<file path="src/rtl/hex_bcd_formatter_if.sv">
// Request/result bundle between a binary producer and the BCD display formatter.
// Latency: n/a (wires only). Backpressure: none; requests during a conversion are buffered by the formatter.
interface hex_bcd_formatter_if #(
    parameter int BIN_W = 27
) ();
    logic [BIN_W-1:0] value_in;
    logic             valid_in;
    logic [31:0]      bcd_out;
    logic             busy_out;
    logic             done_out;
    logic             dropped_out;

    modport master (
        output value_in,
        output valid_in,
        input  bcd_out,
        input  busy_out,
        input  done_out,
        input  dropped_out
    );

    modport slave (
        input  value_in,
        input  valid_in,
        output bcd_out,
        output busy_out,
        output done_out,
        output dropped_out
    );
endinterface

</file>
<file path="src/rtl/hex_bcd_formatter.sv">
// Iterative double-dabble binary-to-8-digit-BCD converter holding its result for the display driver.
// Latency: BIN_W+1 cycles from capture to bcd_out/done_out. Backpressure: none; one-deep pending slot, newest value wins.
module hex_bcd_formatter #(
    parameter int          BIN_W   = 27,
    parameter int unsigned MAX_VAL = 99_999_999
) (
    input  logic                  clk_in,
    input  logic                  rst_n,
    hex_bcd_formatter_if.slave    bus
);
    localparam int CNT_W = $clog2(BIN_W);
    localparam logic [CNT_W-1:0] CNT_LAST = CNT_W'(BIN_W - 1);

    typedef enum logic [1:0] {
        IDLE  = 2'd0,
        SHIFT = 2'd1,
        DONE  = 2'd2
    } state_t;

    state_t           state_q, state_d;
    logic [CNT_W-1:0] cnt_q, cnt_d;
    logic [BIN_W-1:0] bin_sr_q, bin_sr_d;
    logic [31:0]      bcd_sr_q, bcd_sr_d;
    logic             ovf_q, ovf_d;
    logic [BIN_W-1:0] pend_q, pend_d;
    logic             pend_v_q, pend_v_d;
    logic [31:0]      bcd_out_q, bcd_out_d;
    logic             done_q, done_d;
    logic             drop_q, drop_d;

    logic [31:0]      bcd_adj;
    logic             load;
    logic [BIN_W-1:0] load_val;

    // Per-nibble add-3 correction; nibbles are independent, no carry between digits.
    always_comb begin
        bcd_adj = '0;
        for (int i = 0; i < 8; i++) begin
            if (bcd_sr_q[4*i +: 4] >= 4'd5) begin
                bcd_adj[4*i +: 4] = bcd_sr_q[4*i +: 4] + 4'd3;
            end else begin
                bcd_adj[4*i +: 4] = bcd_sr_q[4*i +: 4];
            end
        end
    end

    always_comb begin
        state_d   = state_q;
        cnt_d     = cnt_q;
        bin_sr_d  = bin_sr_q;
        bcd_sr_d  = bcd_sr_q;
        ovf_d     = ovf_q;
        pend_d    = pend_q;
        pend_v_d  = pend_v_q;
        bcd_out_d = bcd_out_q;
        done_d    = 1'b0;
        drop_d    = 1'b0;
        load      = 1'b0;
        load_val  = bus.value_in;

        case (state_q)
            IDLE: begin
                if (bus.valid_in) begin
                    load = 1'b1;
                end
            end

            SHIFT: begin
                bcd_sr_d = {bcd_adj[30:0], bin_sr_q[BIN_W-1]};
                bin_sr_d = {bin_sr_q[BIN_W-2:0], 1'b0};
                cnt_d    = cnt_q + CNT_W'(1);
                if (cnt_q == CNT_LAST) begin
                    state_d = DONE;
                end
                if (bus.valid_in) begin
                    pend_d   = bus.value_in;
                    pend_v_d = 1'b1;
                    drop_d   = pend_v_q;
                end
            end

            DONE: begin
                bcd_out_d = ovf_q ? 32'hFFFF_FFFF : bcd_sr_q;
                done_d    = 1'b1;
                // A fresh request outranks the buffered one, which is then lost.
                if (bus.valid_in) begin
                    load     = 1'b1;
                    pend_v_d = 1'b0;
                    drop_d   = pend_v_q;
                end else if (pend_v_q) begin
                    load     = 1'b1;
                    load_val = pend_q;
                    pend_v_d = 1'b0;
                end else begin
                    state_d = IDLE;
                end
            end

            default: begin
                state_d = IDLE;
            end
        endcase

        if (load) begin
            bin_sr_d = load_val;
            bcd_sr_d = '0;
            ovf_d    = (32'(load_val) > MAX_VAL);
            cnt_d    = '0;
            state_d  = SHIFT;
        end
    end

    always_ff @(posedge clk_in) begin
        if (!rst_n) begin
            state_q   <= IDLE;
            cnt_q     <= '0;
            bin_sr_q  <= '0;
            bcd_sr_q  <= '0;
            ovf_q     <= 1'b0;
            pend_q    <= '0;
            pend_v_q  <= 1'b0;
            bcd_out_q <= '0;
            done_q    <= 1'b0;
            drop_q    <= 1'b0;
        end else begin
            state_q   <= state_d;
            cnt_q     <= cnt_d;
            bin_sr_q  <= bin_sr_d;
            bcd_sr_q  <= bcd_sr_d;
            ovf_q     <= ovf_d;
            pend_q    <= pend_d;
            pend_v_q  <= pend_v_d;
            bcd_out_q <= bcd_out_d;
            done_q    <= done_d;
            drop_q    <= drop_d;
        end
    end

    assign bus.bcd_out     = bcd_out_q;
    assign bus.busy_out    = (state_q != IDLE);
    assign bus.done_out    = done_q;
    assign bus.dropped_out = drop_q;

endmodule

</file>
<file path="src/flat_wrapper.sv">
// flat-port wrapper written by rule: the top's interface ports become plain ports
module hex_bcd_formatter_flat 
#(
    parameter int          BIN_W   = 27,
    parameter int unsigned MAX_VAL = 99_999_999
)
  (clk_in, rst_n, bus_value_in, bus_valid_in, bus_bcd_out, bus_busy_out, bus_done_out, bus_dropped_out);
  hex_bcd_formatter_if #(.BIN_W(BIN_W)) bus_i ();
  input  logic clk_in;
  input  logic rst_n;
  input wire logic [$bits(bus_i.value_in)-1:0] bus_value_in;
  input wire logic [$bits(bus_i.valid_in)-1:0] bus_valid_in;
  output wire logic [$bits(bus_i.bcd_out)-1:0] bus_bcd_out;
  output wire logic [$bits(bus_i.busy_out)-1:0] bus_busy_out;
  output wire logic [$bits(bus_i.done_out)-1:0] bus_done_out;
  output wire logic [$bits(bus_i.dropped_out)-1:0] bus_dropped_out;
  assign bus_i.value_in = bus_value_in;
  assign bus_i.valid_in = bus_valid_in;
  assign bus_bcd_out = bus_i.bcd_out;
  assign bus_busy_out = bus_i.busy_out;
  assign bus_done_out = bus_i.done_out;
  assign bus_dropped_out = bus_i.dropped_out;
  hex_bcd_formatter #(.BIN_W(BIN_W), .MAX_VAL(MAX_VAL)) u_core (.clk_in(clk_in), .rst_n(rst_n), .bus(bus_i));
endmodule
</file>
<file path="config.mk">
export PLATFORM = sky130hd
export DESIGN_NAME = hex_bcd_formatter_flat
export DESIGN_NICKNAME = d
export VERILOG_FILES = /design/src/rtl/hex_bcd_formatter_if.sv /design/src/rtl/hex_bcd_formatter.sv /design/src/flat_wrapper.sv
export SDC_FILE = /design/constraint.sdc
export NUM_CORES = 1
export LEC_CHECK = 0
export ABC_AREA = 1
export BUFFER_PORTS_ARGS = -buffer_cell sky130_fd_sc_hd__buf_2
export CORE_MARGIN = 2
export CORE_UTILIZATION = 59
export CTS_CLUSTER_DIAMETER = 200
export DETAILED_ROUTE_END_ITERATION = 8
export HOLD_SLACK_MARGIN = 0.02
export PLACE_DENSITY_LB_ADDON = 0.05
export SLEW_MARGIN = 20
export SYNTH_ARGS = -nofsm -noshare
export SYNTH_HDL_FRONTEND = slang
export SYNTH_SLANG_ARGS = --single-unit
</file>
<file path="constraint.sdc">
create_clock -name clk_in -period 2.57 [get_ports clk_in]
set_clock_uncertainty 0.15 [all_clocks]
set_input_delay 0.771 -clock clk_in [delete_from_list [all_inputs] [get_ports clk_in]]
set_output_delay 0.771 -clock clk_in [all_outputs]
set_load 0.005 [all_outputs]
</file>
Word-level counts from Yosys, hierarchy flattened
Cells that the tools add are included.

storage, ports and cells
  register bits after elaboration = 129
  output and inout port bits = 35

operators by class
  add/sub/neg operators = 9
  $lt $le $gt $ge = 9
  eq/ne operators = 11
  mux-type cells = 26
  bitwise logic cells = 2
  reduce and logical (&&, ||, !) cells = 11

operators with widths
  operator                number
  $mux W27                5
  $ge A4 B3 Y1 const B    8
  $mux W32                1
  $add A4 B2 Y4 const B   7
  $mux W4                 7
  $gt A27 B27 Y1 const B  1
  $reduce_and A4 Y1       2
  $mux W1                 6
  $mux W2                 3
  $ne A2 B2 Y1 const B    3
  $pmux W2 S3             1
  $reduce_bool A2 Y1      3
  $add A5 B1 Y5 const B   1
  $eq A5 B5 Y1 const B    1
  $ne A2 B1 Y1 const B    2
  $pmux W1 S2             2
  $reduce_and A2 Y1       2
  $reduce_or A2 Y1        2
  $add A3 B2 Y3 const B   1
  $mux W3                 1
  $ne A3 B1 Y1 const B    1
  $ne A3 B2 Y1 const B    1
  $ne A3 B3 Y1 const B    1
  $reduce_and A3 Y1       1
  4 further kinds         5

Depth between registers and ports, before layout
Gate-level depths: netlist of the first run.

  depth after elaboration = 5
  mapped depth = 16

Least setup slack after synthesis of the first run
OpenSTA, ideal clock, no wires.

  kind = input-to-reg
  start = in bus_valid_in
  end = reg u_core.ovf_q
  arrival time = 1.755 ns
  data required time = 2.308 ns
  path slack = 0.552 ns
  stages = 13
  cells stage by stage = inv_2 nand3_2 buf_6 nand2_1 o21ai_0 nor2_1 nand2_1 nor2_1 nand3_1 nand2_1 inv_1 nand2_1 nand2_1

between the ends
  longest elaborated chain between the ends = 3
  elaborated cells between the ends (all ways) = 6
  classes of those cells = order compare (1); mux (5)

RTL lines
  item                  line                      text
  from (decl)           flat_wrapper.sv:12        input wire logic [$bits(bus_i.valid_in)-1:0] bus_valid_in;
  $mux W27              hex_bcd_formatter.sv:86   if (bus.valid_in) begin
  $mux W27              hex_bcd_formatter.sv:61   case (state_q)
  $gt A27 B27 Y1        hex_bcd_formatter.sv:107  ovf_d = (32'(load_val) > MAX_VAL);
  to (signal assigned)  hex_bcd_formatter.sv:130  ovf_q <= ovf_d;
  to (decl)             hex_bcd_formatter.sv:24   logic ovf_q, ovf_d;

Parallel ways exist; a longest one is shown, timed or not.
A chain may end at the register's enable or synchronous reset.

Final worst setup path of the first run
  start = reg u_core.state_q[0]
  end = reg u_core.ovf_q

between the ends
  longest elaborated chain between the ends = 3
  elaborated cells between the ends (all ways) = 5
  classes of those cells = order compare (1); eq/ne (1); mux (2); reduce/logical (1)

RTL lines
  item                    line                      text
  from (decl)             hex_bcd_formatter.sv:20   state_t state_q, state_d;
  from (signal assigned)  hex_bcd_formatter.sv:126  state_q <= state_d;
  $eq A2 B2 Y1            hex_bcd_formatter.sv:61
  $mux W27                hex_bcd_formatter.sv:61
  $gt A27 B27 Y1          hex_bcd_formatter.sv:107

Parallel ways exist; a longest one is shown, timed or not.

==> results of run 1 <==
[metrics by stage]
step / std cells / power, mW / hold slack, ps / util [%]
after CTS: 1062 / 8.06 / 310 / 71.6
after detailed placement: 1030 / 5.15 / 299 / 64.7
after global placement: 1030 / 5.09 / 296 / 64.7
after floorplan: 859 / 4.38 / 280 / -
after global routing: 1062 / 8.54 / 337 / 71.6
final: 1062 / 8.07 / 311 / 71.6
[final timing paths]
check | from | endpoint | depth (start not counted)
setup reg to reg | u_core.state_q[0]$_SDFFE_PN0P_ | u_core.ovf_q$_SDFFE_PN0P_ | 14
hold / removal | u_core.pend_q[8]$_SDFFE_PN0P_ | u_core.pend_q[8]$_SDFFE_PN0P_ | 2
hold reg to reg | u_core.pend_q[8]$_SDFFE_PN0P_ | u_core.pend_q[8]$_SDFFE_PN0P_ | 2
setup / recovery | u_core.state_q[0]$_SDFFE_PN0P_ | u_core.ovf_q$_SDFFE_PN0P_ | 14
[power groups by stage]
stage | Sequential [mW] | Combinational, mW | Clock, mW
after detailed placement | 2.82 | 2.33 | 0
after CTS | 2.79 | 2.37 | 2.90
after floorplan | 2.79 | 1.59 | 0
after global placement | 2.81 | 2.28 | 0
after global routing | 2.86 | 2.69 | 2.99
final | 2.80 | 2.39 | 2.88
[state kept, by name, summed over array words and instances, names as in the netlist]
signal	cells
u_core.bcd_sr_q	32
u_core.bus.bcd_out	32
u_core.bin_sr_q	27
u_core.pend_q	27
u_core.cnt_q	5
u_core.state_q	2
u_core.bus.done_out	1
u_core.bus.dropped_out	1
u_core.ovf_q	1
u_core.pend_v_q	1
[worst reg2reg max path, stage by stage, from the launching register on]
cell	delay, ps
sky130_fd_sc_hd__dfxtp_1	320
sky130_fd_sc_hd__inv_1	100
sky130_fd_sc_hd__ha_1	340
sky130_fd_sc_hd__nand3_2	140
sky130_fd_sc_hd__buf_12	180
sky130_fd_sc_hd__o21ai_0	370
sky130_fd_sc_hd__inv_1	120
sky130_fd_sc_hd__nand2_1	90
sky130_fd_sc_hd__nor2_1	40
sky130_fd_sc_hd__nand2_1	60
sky130_fd_sc_hd__nand2_1	50
sky130_fd_sc_hd__nand2_1	60
sky130_fd_sc_hd__nand3_1	80
sky130_fd_sc_hd__nand2_1	70
sky130_fd_sc_hd__nand2_1	50
[per-layer routing]
layer / GRT usage [%] / share of wire (%) / up-vias
li1: - / - / 2919
met4: 9.21 / 1.4 / 0
met5: 0 / 0 / -
met2: 47.8 / 49 / 195
met3: 6.86 / 5.6 / 24
met1: 35.3 / 44 / 2720
[cell usage after synthesis, types with 2 or more instances]
master | n | area [um^2]
sky130_fd_sc_hd__a31o_2 | 2 | 17.5
sky130_fd_sc_hd__nor2_2 | 4 | 25.0
sky130_fd_sc_hd__o22ai_1 | 5 | 31.3
sky130_fd_sc_hd__nand4_1 | 4 | 25.0
sky130_fd_sc_hd__nand3_2 | 2 | 20.0
sky130_fd_sc_hd__buf_6 | 3 | 33.8
sky130_fd_sc_hd__buf_2 | 5 | 25.0
sky130_fd_sc_hd__xor2_1 | 9 | 78.8
sky130_fd_sc_hd__a211oi_1 | 3 | 22.5
sky130_fd_sc_hd__o21ai_1 | 4 | 20.0
sky130_fd_sc_hd__o211ai_1 | 19 | 143
sky130_fd_sc_hd__buf_1 | 3 | 11.3
sky130_fd_sc_hd__o21ai_0 | 112 | 561
sky130_fd_sc_hd__nor2_1 | 64 | 240
sky130_fd_sc_hd__nand2_2 | 5 | 31.3
sky130_fd_sc_hd__nor3_1 | 19 | 95.1
sky130_fd_sc_hd__ha_1 | 21 | 263
sky130_fd_sc_hd__clkbuf_1 | 35 | 131
sky130_fd_sc_hd__inv_2 | 2 | 7.51
sky130_fd_sc_hd__or2_2 | 2 | 12.5
sky130_fd_sc_hd__inv_1 | 112 | 420
sky130_fd_sc_hd__a21oi_1 | 85 | 425
sky130_fd_sc_hd__nand2_1 | 165 | 619
sky130_fd_sc_hd__o32ai_1 | 4 | 35.0
sky130_fd_sc_hd__nand3_1 | 27 | 135
sky130_fd_sc_hd__dfxtp_1 | 129 | 2580
sky130_fd_sc_hd__a22oi_1 | 5 | 37.5
[logic make-up (layout without fill, tap and decap cells)]
kind of cell	Yosys count	count (layout)	synth area share (%)
compound gates	244	244	21.8
flops	129	129	42.2
mux	1	1	0.164
simple gates	293	293	19.8
buf+inv	162	229	10.5
xor+xnor	9	9	1.29
fa+ha+maj	21	21	4.29
[area by class of cell]
class | instances | area (um^2)
Fill cell | 815 | 2890
Sequential cell | 129 | 2580
Tap cell | 136 | 170
Clock inverter | 14 | 285
Timing Repair Buffer | 82 | 505
Multi-Input combinational cell | 568 | 2900
Clock buffer | 18 | 418
Inverter | 115 | 432
==> results.toml, run 1 <==
[detailed_routing]
wirelength_um = 15100
first_iter_violations = 384
route.detailed.drc = 0
postRouteAntennaNets = 0
route.detailed.vias_per_inst = 5.52
first_pass_iters = 6
dr_total_vias = 5858
wire_per_inst_um = 14.3

[grt]
grt_remaining_overflow = 0
first_global_vias = 5557
grt_start_max_net_pins = 46
grtUsageTotal_pct = 28.2
grt_antenna_before_repair = 0
first_pass_grt_wire_length_um = 25800

[synth]
post_synth_instance_area_um2 = 6120
netlist_instances = 859
yosys_warnings = 0
synthesis.nets = 910
yosys_register_bits = 129
syn-mean-instance-area_um2 = 7.13
yosysSeqAreaShare_pct = 42.2
ys_async_sr_fraction_pct = 0
synth_edf_count = 0
synth_cell_types = 36
top_reg_cell_synth = "sky130_fd_sc_hd__dfxtp_1"

[cts]
cts-root-to-sink-buffers = 2
cts-htree-levels = 4
cts_tree = "done"
post_cts_resize_count = 0
cts_root_buf = "sky130_fd_sc_hd__clkbuf_8"
cts_post_setup_buffers_inserted = 0
worst_setup_hold_path_clk_slew_ps = 60
numCtsBuffers = 17
cts_num_sinks = 129
clk_latency_ps = 510
cts_hold_repair.buffers = 0

[layout]
diodes = 0
area_growth_syn_to_layout_pct = 19.1
drive_gt1_share_pct = 14.3
commonest_non_fill_non_tap_cell_in_the_layout = "sky130_fd_sc_hd__nand2_1"
final_cell_area_um2 = 7290
finalNetCount = 964
most-common-layout-cells = "sky130_fd_sc_hd__nand2_1 (165), sky130_fd_sc_hd__dfxtp_1 (129), sky130_fd_sc_hd__o21ai_0 (112), sky130_fd_sc_hd__inv_1 (112), sky130_fd_sc_hd__a21oi_1 (85)"

[placement]
port-buffer-count = 64
gp_congestion = 0.878
dp_hpwl_um = 9750
pre_cts_ws_ps = 199
placedInstanceArea_um2 = 6590

[floorplanning]
die_height_um = 106
chipWidth_um = 106
rows = 37
fp.coreArea_um2 = 10200
dieArea_um2 = 11200
io_pins = 65
start_util_pct = 60.1

[setup_path]
crit_family = "simple AND/OR/NAND/NOR gates"
critical_path.startpoint_type = "flop"
critical_path.max_stage_delay_ps = 360
critical_path.most_common_cell = "sky130_fd_sc_hd__nand2_1"
worstSetupPathType = "reg2reg"
crit_path_top_delay_cell = "sky130_fd_sc_hd__o21ai_0"
cp_data_required_time_ps = 2820
cp-end-kind = "flop"
timing.critical_path.buf_inv = 3
crit_arrival_ps = 2570
critical_path.cell_chain = "inv_1, ha_1, nand3_2, buf_12, o21ai_0, inv_1, nand2_1, nor2_1, nand2_1, nand2_1, nand2_1, nand3_1, nand2_1, nand2_1"
worst-r2r-setup-slack_ps = 260
path_max_fanout = 35

[timing]
layout_setup_ws_ps = 256
layout_worst_path_cycle_share_pct = 90.0
setup_viol = 0
worst_slew_pin_slew_ps = 659
clock.fmax_mhz = 432
max-slew-margin-rel_pct = 56.0
drv_slew = 0
final.setup.tns_ps = 0
layout_min_cycle_time_ps = 2310
setup_repair_after_global_routing_missed_its_margin = "false"
final_hold_viol_count = 0

[power]
static-leakage-power_nw = 3.29
comb_power_share_pct = 29.6
ir_worst_vdd_uv = 575
sw_share_pct = 33.8
cellPowerDensity_nw_per_um2 = 1110
sw_power_mw = 2.72
power.internal_mw = 5.34
share_clk_of_total_power_pct = 35.6
power.share.sequential_pct = 34.7

[min_path]
worstHoldPathType = "reg2reg"

[flow_run]
cap_viol_max_count = 0

[status]
status = "finished, final reports clean"
No activity file was read; power rests on OpenSTA's default activity.
==> inputs of run 2 (changes only) <==
Settings changed: CORE_UTILIZATION 59 to 35, CTS_CLUSTER_SIZE set to 12.
==> run 2 against run 1 <==
- first-iteration DRC count decreased by 9.6%
- critical path type unchanged
- largest cell class unchanged
- sequential share of layout area about the same
- maximum frequency is 2.3% higher
- critical path depth is 2 higher
- combinational power about the same
- routed wire length rose by 4.4%
- via count decreased by 3.8%
- clock power shrank 22%
- sequential power is essentially flat
- final cell count increased by 8.9%
==> results.toml, run 2 (synthesis results as in run 1) <==
[grt]
grtUsageTotal_pct = 17.8
grt_antenna_before_repair = 0
grt_remaining_overflow = 0
first_global_vias = 5352
grt_start_max_net_pins = 49
first_pass_grt_wire_length_um = 26100

[setup_path]
ff2ff_path_depth = 16
worstSetupPathType = "reg2reg"
cp_data_required_time_ps = 2730
critical_path.max_stage_delay_ps = 340
crit_family = "simple AND/OR/NAND/NOR gates"
critical_path.startpoint_type = "flop"
crit_path_top_delay_cell = "sky130_fd_sc_hd__ha_1"
timing.critical_path.depth = 16
path_max_fanout = 32
crit_arrival_ps = 2420
timing.critical_path.buf_inv = 3
r2r-end = "u_core.ovf_q$_SDFFE_PN0P_"
cp-end-kind = "flop"
worst-r2r-setup-slack_ps = 310
critical_path.most_common_cell = "sky130_fd_sc_hd__nand2_1"
critical_path.reg2reg.startpoint = "u_core.state_q[0]$_SDFFE_PN0P_"
critical_path.cell_chain = "inv_1, ha_1, nand2_2, nor2_4, buf_12, nand2_1, nand2_1, nand2_1, nor2_2, nand2_1, nor2_1, nand3_1, nand2_1, inv_1, nand2_1, nand2_1"

[cts]
cts_root_buf = "sky130_fd_sc_hd__clkbuf_16"
post_cts_resize_count = 0
cts_num_sinks = 129
clk_latency_ps = 420
cts-root-to-sink-buffers = 2
cts-htree-levels = 4
cts_post_setup_buffers_inserted = 0
cts_hold_repair.buffers = 0
worst_setup_hold_path_clk_slew_ps = 50
cts_tree = "done"
numCtsBuffers = 17

[placement]
port-buffer-count = 64
dp.cells = 1125
pre_cts_ws_ps = 210
dp_hpwl_um = 11000
gp_congestion = 0.763

[detailed_routing]
route.detailed.vias_per_inst = 4.87
dr_total_vias = 5634
wire_per_inst_um = 13.7
wirelength_um = 15800
first_pass_iters = 4
postRouteAntennaNets = 0
first_iter_violations = 347
route.detailed.drc = 0

[timing]
final.setup.tns_ps = 0
setup_repair_after_global_routing_missed_its_margin = "false"
final_hold_viol_count = 0
setup_viol = 0
drv_slew = 0
max-slew-margin-rel_pct = 69.3
worst_slew_pin_slew_ps = 460
layout_worst_path_cycle_share_pct = 88.0
layout_min_cycle_time_ps = 2260
layout_setup_ws_ps = 309
clock.fmax_mhz = 442

[min_path]
worstHoldPathType = "reg2reg"
min_delay_path_depth = 2
hold_critical_path_endpoint = "u_core.pend_q[8]$_SDFFE_PN0P_"
min_from = "u_core.pend_q[8]$_SDFFE_PN0P_"

[floorplanning]
dieArea_um2 = 18600
die_height_um = 136
rows = 48
chipWidth_um = 136
start_util_pct = 35.6
fp.coreArea_um2 = 17200
io_pins = 65

[layout]
finalNetCount = 970
commonest_non_fill_non_tap_cell_in_the_layout = "sky130_fd_sc_hd__nand2_1"
diodes = 0
area_growth_syn_to_layout_pct = 19.1
most-common-layout-cells = "sky130_fd_sc_hd__nand2_1 (165), sky130_fd_sc_hd__dfxtp_1 (129), sky130_fd_sc_hd__o21ai_0 (112), sky130_fd_sc_hd__inv_1 (112), sky130_fd_sc_hd__a21oi_1 (85)"
final_instance_count_excl_fillers = 1156
drive_gt1_share_pct = 14.5

[power]
ir_worst_vdd_uv = 551
static-leakage-power_nw = 3.26
cellPowerDensity_nw_per_um2 = 1020

[flow_run]
cap_viol_max_count = 0

[status]
status = "finished, final reports clean"
[run 2: changes by cell type in the layout (fill, tap and decap cells not counted), moves of 2 or more]
cell                         before  now
sky130_fd_sc_hd__buf_4           14   21
sky130_fd_sc_hd__bufinv_16        8    0
sky130_fd_sc_hd__clkbuf_1         1    3
sky130_fd_sc_hd__clkbuf_8         1    7
sky130_fd_sc_hd__clkinv_2         1    3
sky130_fd_sc_hd__clkinv_4         2    0
sky130_fd_sc_hd__clkinvlp_4       3    1
[run 2: tightest hold or removal path: stages (launching register included)]
cell and delay [ps]:
sky130_fd_sc_hd__dfxtp_1 290, sky130_fd_sc_hd__inv_1 60, sky130_fd_sc_hd__a21oi_1 50
[run 2: cell type report]
class	instances	area (um^2)
fill	1829	9890
multi-input combinational	568	2900
sequential	129	2580
timing repair buffer	88	538
clock buffer	27	533
inverter	115	432
tap	225	282
clock inverter	4	22.5
[run 2: worst max-delay path by stage]
stage / from / endpoint / slack [ps]
floorplan: bus_valid_in / u_core.ovf_q$_SDFFE_PN0P_ / 550
detailed placement: bus_valid_in / u_core.ovf_q$_SDFFE_PN0P_ / 210
CTS: u_core.state_q[0]$_SDFFE_PN0P_ / u_core.ovf_q$_SDFFE_PN0P_ / 280
global placement: bus_valid_in / u_core.ovf_q$_SDFFE_PN0P_ / 240
finish: u_core.state_q[0]$_SDFFE_PN0P_ / u_core.ovf_q$_SDFFE_PN0P_ / 310
global route: u_core.state_q[0]$_SDFFE_PN0P_ / u_core.ovf_q$_SDFFE_PN0P_ / 70
[run 2: through the flow]
step	hold WS (ps)	area (um^2)	util (%)	total power [mW]
2_1_floorplan	280	6120	-	4.38
3_3_place_gp	291	6740	39.2	5.20
3_5_place_dp	297	6740	39.2	5.24
4_1_cts	306	7290	42.4	7.54
5_1_grt	316	7290	42.4	7.99
6_report	304	7290	42.4	7.44
[run 2: power breakdown]
group          leakage, nW  switching (mW)  internal (mW)  total [mW]
Combinational         1.93            1.53          0.862        2.39
Clock                0.275           0.854           1.40        2.26
Sequential            1.05           0.276           2.52        2.79
Total                 3.26            2.66           4.78        7.44
[run 2: metal layers]
layer  track usage (%)  share of wire [%]
met1              22.7                 48
met2              29.8                 47
met3              3.43                3.5
met4              6.89                2.0
met5                 0                  0
